[src/rtl/fan_ctrl_pkg.sv]
// Shared constants, source codes, ramp FSM states and percent helpers
// for the fan duty sequencer.
package fan_ctrl_pkg;

    localparam int PWM_PERIOD = 40;

    localparam logic [2:0] SRC_IDLE  = 3'd0;
    localparam logic [2:0] SRC_S5    = 3'd1;
    localparam logic [2:0] SRC_PWRON = 3'd2;
    localparam logic [2:0] SRC_WDT   = 3'd3;
    localparam logic [2:0] SRC_FAIL  = 3'd4;

    typedef enum logic [1:0] {
        ST_HOLD  = 2'd0,
        ST_UP    = 2'd1,
        ST_DOWN  = 2'd2,
        ST_FORCE = 2'd3
    } fan_state_e;

    // Any percent above 100 is treated as 100.
    function automatic logic [7:0] pct_clamp(input logic [7:0] p);
        return (p > 8'd100) ? 8'd100 : p;
    endfunction

    // Percent to PWM compare value over a 40-count period: (p*2)/5.
    function automatic logic [5:0] pct_to_cmp(input logic [7:0] p);
        logic [9:0] x;
        x = ({2'b00, pct_clamp(p)} * 10'd2) / 10'd5;
        return x[5:0];
    endfunction

endpackage

[src/rtl/fan_duty_sequencer_pwm.sv]
// 25 kHz PWM generator: 40-step counter on the 1 us enable, compare value
// shadowed at the period wrap so a duty change never cuts a period short.
module fan_pwm_gen
    import fan_ctrl_pkg::*;
#(
    parameter logic [5:0] RST_CMP = 6'd40
) (
    input  logic       i_clk,
    input  logic       i_rst_n,
    input  logic       i_1uSCE,
    input  logic [5:0] i_cmp,
    output logic       o_pwm
);

    localparam logic [5:0] CNT_MAX = 6'(PWM_PERIOD - 1);

    logic [5:0] cnt_q, cnt_d;
    logic [5:0] shadow_q, shadow_d;

    // Next counter/shadow values; the new compare is only taken at the wrap.
    always_comb begin
        cnt_d    = cnt_q;
        shadow_d = shadow_q;
        if (i_1uSCE) begin
            if (cnt_q == CNT_MAX) begin
                cnt_d    = 6'd0;
                shadow_d = i_cmp;
            end else begin
                cnt_d = cnt_q + 6'd1;
            end
        end
    end

    // Output is registered from the next-state values so it moves with the counter.
    always_ff @(posedge i_clk) begin
        if (!i_rst_n) begin
            cnt_q    <= 6'd0;
            shadow_q <= RST_CMP;
            o_pwm    <= (RST_CMP != 6'd0);
        end else begin
            cnt_q    <= cnt_d;
            shadow_q <= shadow_d;
            o_pwm    <= (cnt_d < shadow_d);
        end
    end

endmodule

[src/rtl/fan_duty_sequencer.sv]
// Fan duty sequencer: prioritized target select, power-on low-speed window,
// ramped duty FSM with fail-safe force, and the PWM output stage.
module fan_duty_sequencer
    import fan_ctrl_pkg::*;
#(
    parameter logic [7:0] RAMP_STEP  = 8'd5,
    parameter logic [7:0] LOWSPD_SEC = 8'd15,
    parameter logic [7:0] RST_DUTY   = 8'd100
) (
    input  logic       i_clk,
    input  logic       i_rst_n,
    input  logic       i_1uSCE,
    input  logic       i_1000mSCE,
    input  logic       i_ramp_tick,
    input  logic       i_fail_full,
    input  logic       i_wdt_timeout,
    input  logic       i_pwr_on_st,
    input  logic       i_s5_en,
    input  logic [7:0] i_max_duty,
    input  logic [7:0] i_pwron_duty,
    input  logic [7:0] i_s5_duty,
    output logic       o_pwm,
    output logic [7:0] o_duty_pct,
    output logic [2:0] o_src,
    output logic       o_busy,
    output logic       o_lowspd_active
);

    localparam logic [7:0] RST_DUTY_C = pct_clamp(RST_DUTY);

    logic       pwr_q, win_q;
    logic [7:0] sec_q;
    logic       pwr_rise;
    logic [2:0] src_d, src_q;
    logic [7:0] target_d, target_q;
    fan_state_e state_q, state_d;
    logic [7:0] duty_q, duty_d, ramp_duty;

    assign pwr_rise = i_pwr_on_st & ~pwr_q;

    // Low-speed window: wdt or power loss kill it, a fresh S0 entry (re)starts it.
    always_ff @(posedge i_clk) begin
        if (!i_rst_n) begin
            pwr_q <= 1'b0;
            win_q <= 1'b0;
            sec_q <= 8'd0;
        end else begin
            pwr_q <= i_pwr_on_st;
            if (!i_pwr_on_st || i_wdt_timeout) begin
                win_q <= 1'b0;
                sec_q <= 8'd0;
            end else if (pwr_rise) begin
                win_q <= (LOWSPD_SEC != 8'd0);
                sec_q <= 8'd0;
            end else if (win_q && i_1000mSCE) begin
                sec_q <= sec_q + 8'd1;
                if (sec_q == LOWSPD_SEC - 8'd1) win_q <= 1'b0;
            end
        end
    end

    // Priority select of the requester and its (clamped) target duty.
    always_comb begin
        src_d    = SRC_IDLE;
        target_d = 8'd0;
        if (i_fail_full) begin
            src_d    = SRC_FAIL;
            target_d = 8'd100;
        end else if (i_pwr_on_st && i_wdt_timeout) begin
            src_d    = SRC_WDT;
            target_d = pct_clamp(i_max_duty);
        end else if (i_pwr_on_st && win_q) begin
            src_d    = SRC_PWRON;
            target_d = pct_clamp(i_pwron_duty);
        end else if (!i_pwr_on_st && i_s5_en) begin
            src_d    = SRC_S5;
            target_d = pct_clamp(i_s5_duty);
        end
    end

    // Register the winning source and target.
    always_ff @(posedge i_clk) begin
        if (!i_rst_n) begin
            src_q    <= SRC_IDLE;
            target_q <= 8'd0;
        end else begin
            src_q    <= src_d;
            target_q <= target_d;
        end
    end

    function automatic fan_state_e dir_of(input logic [7:0] tgt, input logic [7:0] d);
        if (tgt > d)      return ST_UP;
        else if (tgt < d) return ST_DOWN;
        else              return ST_HOLD;
    endfunction

    // One ramp step toward target_q, landing exactly on it when closer than a step.
    always_comb begin
        ramp_duty = duty_q;
        if (target_q > duty_q)
            ramp_duty = (target_q - duty_q <= RAMP_STEP) ? target_q : duty_q + RAMP_STEP;
        else if (target_q < duty_q)
            ramp_duty = (duty_q - target_q <= RAMP_STEP) ? target_q : duty_q - RAMP_STEP;
    end

    // Ramp FSM: fail-safe forces 100 and blocks ticks; otherwise step on tick.
    always_comb begin
        state_d = state_q;
        duty_d  = duty_q;
        if (src_q == SRC_FAIL) begin
            state_d = ST_FORCE;
            duty_d  = 8'd100;
        end else begin
            case (state_q)
                ST_UP, ST_DOWN: begin
                    if (i_ramp_tick) duty_d = ramp_duty;
                    state_d = dir_of(target_q, duty_d);
                end
                default: state_d = dir_of(target_q, duty_q);
            endcase
        end
    end

    // FSM state and applied duty registers.
    always_ff @(posedge i_clk) begin
        if (!i_rst_n) begin
            state_q <= ST_HOLD;
            duty_q  <= RST_DUTY_C;
        end else begin
            state_q <= state_d;
            duty_q  <= duty_d;
        end
    end

    fan_pwm_gen #(
        .RST_CMP (pct_to_cmp(RST_DUTY_C))
    ) u_pwm (
        .i_clk   (i_clk),
        .i_rst_n (i_rst_n),
        .i_1uSCE (i_1uSCE),
        .i_cmp   (pct_to_cmp(duty_q)),
        .o_pwm   (o_pwm)
    );

    assign o_duty_pct      = duty_q;
    assign o_src           = src_q;
    assign o_busy          = (state_q != ST_HOLD);
    assign o_lowspd_active = win_q;

endmodule

[config.mk]
export PLATFORM = sky130hd
export DESIGN_NAME = fan_duty_sequencer
export DESIGN_NICKNAME = d
export VERILOG_FILES = /design/src/rtl/fan_ctrl_pkg.sv /design/src/rtl/fan_duty_sequencer_pwm.sv /design/src/rtl/fan_duty_sequencer.sv
export SDC_FILE = /design/constraint.sdc
export NUM_CORES = 1
export LEC_CHECK = 0
export CAP_MARGIN = 20
export CORE_ASPECT_RATIO = 1.2
export CORE_MARGIN = 2
export CORE_UTILIZATION = 35
export DETAILED_ROUTE_END_ITERATION = 6
export PLACE_DENSITY_LB_ADDON = 0.2
export REMOVE_ABC_BUFFERS = 1
export SYNTH_ARGS = -nofsm -noshare
export SYNTH_HDL_FRONTEND = slang
export SYNTH_SLANG_ARGS = --single-unit
[constraint.sdc]
create_clock -name i_clk -period 13.4 [get_ports i_clk]
set_input_delay 2.01 -clock i_clk [delete_from_list [all_inputs] [get_ports i_clk]]
set_output_delay 2.01 -clock i_clk [all_outputs]
set_load 0.005 [all_outputs]
## Word level (Yosys, flattened, before mapping)

Index checks and enable logic that the tools add are counted.

- Flip-flop bits (word level): 44
- Input port bits: 33
- Output and inout bits: 14
- Logic and storage cells: 85

- Add/sub/neg operators: 6
- Divide/modulo/power cells: 1
- $lt $le $gt $ge: 11
- Equality and inequality tests: 5
- Mux-type cells: 32
- Bitwise operators: 3
- Reduce and logical (&&, ||, !) cells: 15

Operators with widths:

| cell | number |
|---|---|
| $mux 8 | 14 |
| $gt 8x7->1 const B | 4 |
| $mux 6 | 4 |
| $gt 8x8->1 | 2 |
| $le 8x3->1 const B | 2 |
| $lt 8x8->1 | 2 |
| $mux 2 | 8 |
| $sub 8x8->8 | 2 |
| $div 9x3->10 const B | 1 |
| $add 8x1->8 const B | 1 |
| $add 8x3->8 const B | 1 |
| $eq 8x4->1 const B | 1 |
| $reduce_or 2->1 | 4 |
| $sub 8x3->8 const B | 1 |
| $mux 7 | 1 |
| $add 6x1->6 const B | 1 |
| $eq 6x6->1 const B | 1 |
| $lt 6x6->1 | 1 |
| $reduce_bool 2->1 | 3 |
| $logic_and 1x1->1 | 4 |
| $mux 1 | 4 |
| $eq 3x3->1 const B | 1 |
| $mux 3 | 1 |
| $reduce_or 3->1 | 1 |
| 7 further kinds | 8 |

## Longest topological paths before layout

- Word-level depth: 13
- Gate-level depth with buffers: 26
- Depth with buffers taken out: 25

## Modules after synthesis

From an unflattened synthesis, not the netlist that was laid out.

- Cells, all modules: 613
- Area, all modules: 4608.2 µm²

Modules (own cells, without submodules):

| module | times used | cells each | area an instance (µm²) | seq. area each (µm²) |
|---|---|---|---|---|
| fan_duty_sequencer | 1 | 547 | 3943.8 | 620.6 |
| fan_pwm_gen | 1 | 66 | 664.4 | 260.2 |

## Least setup slack after synthesis

OpenSTA, ideal clock, no wires.

- Kind: reg2reg
- From: register duty_q[3] (netlist: o_duty_pct[3])
- To: register state_q[0]
- Setup time: 124 ps
- Arrival time: 4372 ps
- Data required time: 13276 ps
- Setup slack: 8904 ps
- Cell stages (with the launch flop): 26
- Buffers on the path: 4
- Period minus slack after synthesis: 4496 ps
- Cell sequence: dfxtp_1 buf_4 clkbuf_1 inv_1 ha_1 o21ai_0 nand2b_1 a21o_1 a21oi_1 xnor2_1 or4_1 clkbuf_1 clkbuf_1 o31ai_1 a21oi_1 o22ai_1 ha_1 nor2b_1 o21ai_0 nand2b_1 a21oi_1 nor2_1 a211oi_1 o21ai_0 o21ai_0 a21boi_0

- Word-level cells in the longest chain between the ends: 12
- Elaborated cells on any way between the ends: 20
- Those cells by class: 4 x add/sub; 5 x order compare; 11 x mux

RTL lines:

| element | RTL line | source |
|---|---|---|
| start, declared | fan_duty_sequencer.sv:37 | `logic [7:0] duty_q, duty_d, ramp_duty;` |
| start signal, assigned | fan_duty_sequencer.sv:132 | `duty_q <= duty_d;` |
| $sub 8x8->8 | fan_duty_sequencer.sv:104 | `ramp_duty = (duty_q - target_q <= RAMP_STEP) ? target_q : duty_q - RAMP_STEP;` |
| $le 8x3->1 | fan_duty_sequencer.sv:104 |  |
| $mux 8 | fan_duty_sequencer.sv:104 |  |
| $mux 8 | fan_duty_sequencer.sv:103 | `else if (target_q < duty_q)` |
| $mux 8 | fan_duty_sequencer.sv:101 | `if (target_q > duty_q)` |
| $mux 8 | fan_duty_sequencer.sv:117 | `if (i_ramp_tick) duty_d = ramp_duty;` |
| $mux 8 | fan_duty_sequencer.sv:115 | `case (state_q)` |
| $mux 8 | fan_duty_sequencer.sv:111 | `if (src_q == SRC_FAIL) begin` |
| $gt 8x8->1 | fan_duty_sequencer.sv:93 | `if (tgt > d) return ST_UP;` |
| $mux 2 | fan_duty_sequencer.sv:93 |  |
| $mux 2 (*) | fan_duty_sequencer.sv:115 |  |
| $mux 2 (*) | fan_duty_sequencer.sv:111 |  |
| end signal, assigned | fan_duty_sequencer.sv:131 | `state_q <= state_d;` |
| end, declared | fan_duty_sequencer.sv:36 | `fan_state_e state_q, state_d;` |

Every way passes the cells marked *; elsewhere a longest branch is shown, timed or not. The select of a mux whose other input is x is not followed.
A chain may end at the register's enable or synchronous reset.

## Worst setup path after layout

- From: register duty_q[0] (netlist: o_duty_pct[0])
- To: register state_q[0]

The elaborated chain is that of the path after synthesis.

==> results.py <==
metrics = {
    "outcome": {
        "outcome": "completed",
    },
    "floorplanning": {
        "die_h_um": 131,
        "die-area_mm2": 0.0143,
        "initial_utilization_pct": 35.7,
        "design.core.area_mm2": 0.0131,
        "rows": 46,
        "dieWidth_um": 110,
        "ios": 47,
    },
    "global_route": {
        "grt_usage_pct": 19.2,
        "antenna_found_initial": 0,
        "grt_first_pass_wirelength_mm": 22.3,
        "grt_pass1_vias": 4497,
        "met1_usage_pct": 23.7,
        "gr-usage-met2_pct": 33.9,
        "met3_usage_pct": 2.33,
        "grt_max_degree": 29,
        "busiest_layer": "met2",
        "grt-ovfl-total": 0,
    },
    "finish": {
        "final_cells": 826,
        "antenna_cells": 0,
        "final_common_cell": "nor2_1",
        "final_cell_mix": "nor2_1, nand2_1, o21ai_0",
        "fillers": 1349,
        "syn_to_final_growth_pct": 15.7,
        "postLayoutCoreUtil_pct": 41.3,
        "drive_gt1_share_pct": 6.69,
        "layout.nets": 730,
    },
    "synth": {
        "netlist_area_mm2": 0.00469,
        "synthMuxAreaShare_pct": 1.09,
        "post_synth.cell_area_avg_um2": 7.45,
        "synth_compound_area_share_pct": 32.5,
        "synth_edf_count": 0,
        "synth_top_family_by_area": "compound AO/OA/AOI/OAI gates",
        "ys_ff_latch": 44,
        "ys_async_sr_fraction_pct": 0,
        "synth-simple-area-share_pct": 24.0,
        "synth.yosys.seq_area_share_pct": 18.8,
        "post_synth_num_cell_types": 85,
        "synth-xor-area-share_pct": 6.36,
        "synth_top_area_share_pct": 18.8,
        "ys_warn_count": 0,
        "synth_area_leaders": "dfxtp_1, ha_1, o21ai_0",
        "synth_area_leader_cell": "dfxtp_1",
        "synthAdderAreaFrac_pct": 11.0,
        "synthFlopType": "dfxtp_1",
        "syn_inst": 629,
    },
    "clocking": {
        "cts_buffer_depth": 2,
        "cts.repair.resized": 0,
        "root_buffer": "clkbuf_16",
        "cts_setup_buffers": 0,
        "cts_buffers": 5,
        "cts_tree": "done",
        "clock-sinks": 44,
        "cts.htree.levels": 2,
        "clk_pin_slew_ns": 0.07,
        "holdBufCountCts": 0,
        "clk_latency_ns": 0.29,
    },
    "sta": {
        "fmax_mhz": 185,
        "worst_pin_slew_ns": 1.12,
        "fin_crit_ns": 5.41,
        "drv_slew": 0,
        "setup_tns_ns": 0,
        "layout_setup_ws_ns": 7.99,
        "rsz0062_at_grt": "no",
        "slew_headroom_pct": 25.6,
        "hold_viol": 0,
        "setup_viol": 0,
        "fin_skew_ns": 0.00949,
        "period_share_pct": 40.4,
    },
    "placed_design": {
        "dp.cells": 818,
        "port_buffers": 46,
        "gp_congestion": 0.999,
        "pre_cts_ws_ns": 8.02,
        "dpl.hpwl_mm": 10.3,
    },
    "drt": {
        "wirelength_mm": 13.4,
        "drcViolationCount": 0,
        "final_antenna_net_count": 0,
        "wl_per_cell_um": 16.3,
        "initialDrtViolationCount": 361,
        "drt-pass1-iter-count": 4,
        "vias": 4690,
        "vias_per_cell": 5.68,
    },
    "pwr": {
        "pwr-share-seq_pct": 18.5,
        "ir_drop_mv": 0.0821,
        "pwr-share-clk_pct": 14.9,
        "power_density_mw_per_mm2": 180,
        "p_switching_uw": 476,
        "intPower_uw": 501,
        "swShare_pct": 48.7,
        "power.leakage_uw": 0.00206,
        "power_frac_comb_pct": 66.6,
    },
    "worst_setup_path": {
        "path_buf_inv": 2,
        "critical_path.most_common_cell": "o21ai_0",
        "cp_top_family": "simple AND/OR/NAND/NOR gates",
        "critPathMaxStageDelay_ns": 0.82,
        "crit_slowest_cell": "or4_1",
        "worst-path-max-fanout": 16,
        "start_kind": "register",
        "crit_type": "register to register",
        "arrival_ns": 5.59,
        "endpoint_kind": "register",
        "worstPathRequired_ns": 13.57,
    },
    "hold_path": {
        "hp-class": "register to register",
    },
    "job": {
        "cap_violations": 0,
    },
}
final timing paths:
path	slack, ns	depth (start not counted)	endpoint	start
max	7.99	25	state_q[0]	o_duty_pct[0]
min	0.47	1	o_lowspd_active	pwr_q
max reg2reg	7.99	25	state_q[0]	o_duty_pct[0]
min reg2reg	0.47	1	o_lowspd_active	pwr_q
metal layers:
layer	part of all wire (%)	vias up	wire, um
li1	-	2340	-
met1	45	2187	5980
met2	49	130	6560
met3	3.6	33	481
met4	3.1	0	415
met5	0	-	0
per-stage QoR:
step / instance area, um2 / hold WS (ns) / power (uW)
after floorplan: 4550 / 0.416 / 649
after global placement: 5250 / 0.425 / 817
after detailed placement: 5250 / 0.451 / 821
after CTS: 5420 / 0.459 / 973
after global routing: 5420 / 0.477 / 1060
final: 5420 / 0.467 / 977
kinds of logic (layout without fill, tap and decap cells):
family | Yosys count | after routing
AND/OR/NAND/NOR | 220 | 220
AO/OA/AOI/OAI | 217 | 217
buffers and inverters | 68 | 96
flip-flops | 44 | 44
adder cells (fa/ha/maj) | 40 | 40
XOR/XNOR | 34 | 34
multiplexers | 5 | 5
other | 1 | 2
final cells by class:
class,count,area [um2],area share (%)
multi-input cells,518,3520,65.0
flip-flops and latches,44,881,16.2
repair buffers,49,483,8.91
well taps,168,210,3.88
inverters,39,146,2.70
clock buffers,6,139,2.56
clock inverters,2,38.8,0.715
power groups by stage:
| stage | sequential (uW) | combinational, uW | clock, uW |
|---|---|---|---|
| after global placement | 183 | 634 | 0 |
| after CTS | 181 | 642 | 149 |
| after floorplan | 187 | 463 | 0 |
| after detailed placement | 184 | 638 | 0 |
| after global routing | 185 | 720 | 155 |
| final | 181 | 651 | 145 |
synth_stat cells (all sizes together), types with 6 or more instances:
cell type / number
dfxtp: 44
a31oi: 12
nand4: 7
a22o: 8
xor2: 7
nand3: 11
o21ai: 62
or3: 6
a21o: 12
o211ai: 6
a211oi: 6
ha: 38
a22oi: 10
a21boi: 8
nand2: 62
nor3: 14
nor2: 66
buf: 13
nor2b: 10
nand2b: 9
inv: 39
xnor2: 27
o22ai: 6
a21oi: 39
and2: 13
clkbuf: 16
registers in the layout, summed over array words and instances (netlist names):
register / count
target_q: 8
u_pwm.shadow_q: 6
o_src: 3
u_pwm.o_pwm: 1
sec_q: 8
pwr_q: 1
o_duty_pct: 8
u_pwm.cnt_q: 6
state_q: 2
o_lowspd_active: 1
No activity file was read; power rests on OpenSTA's default activity.
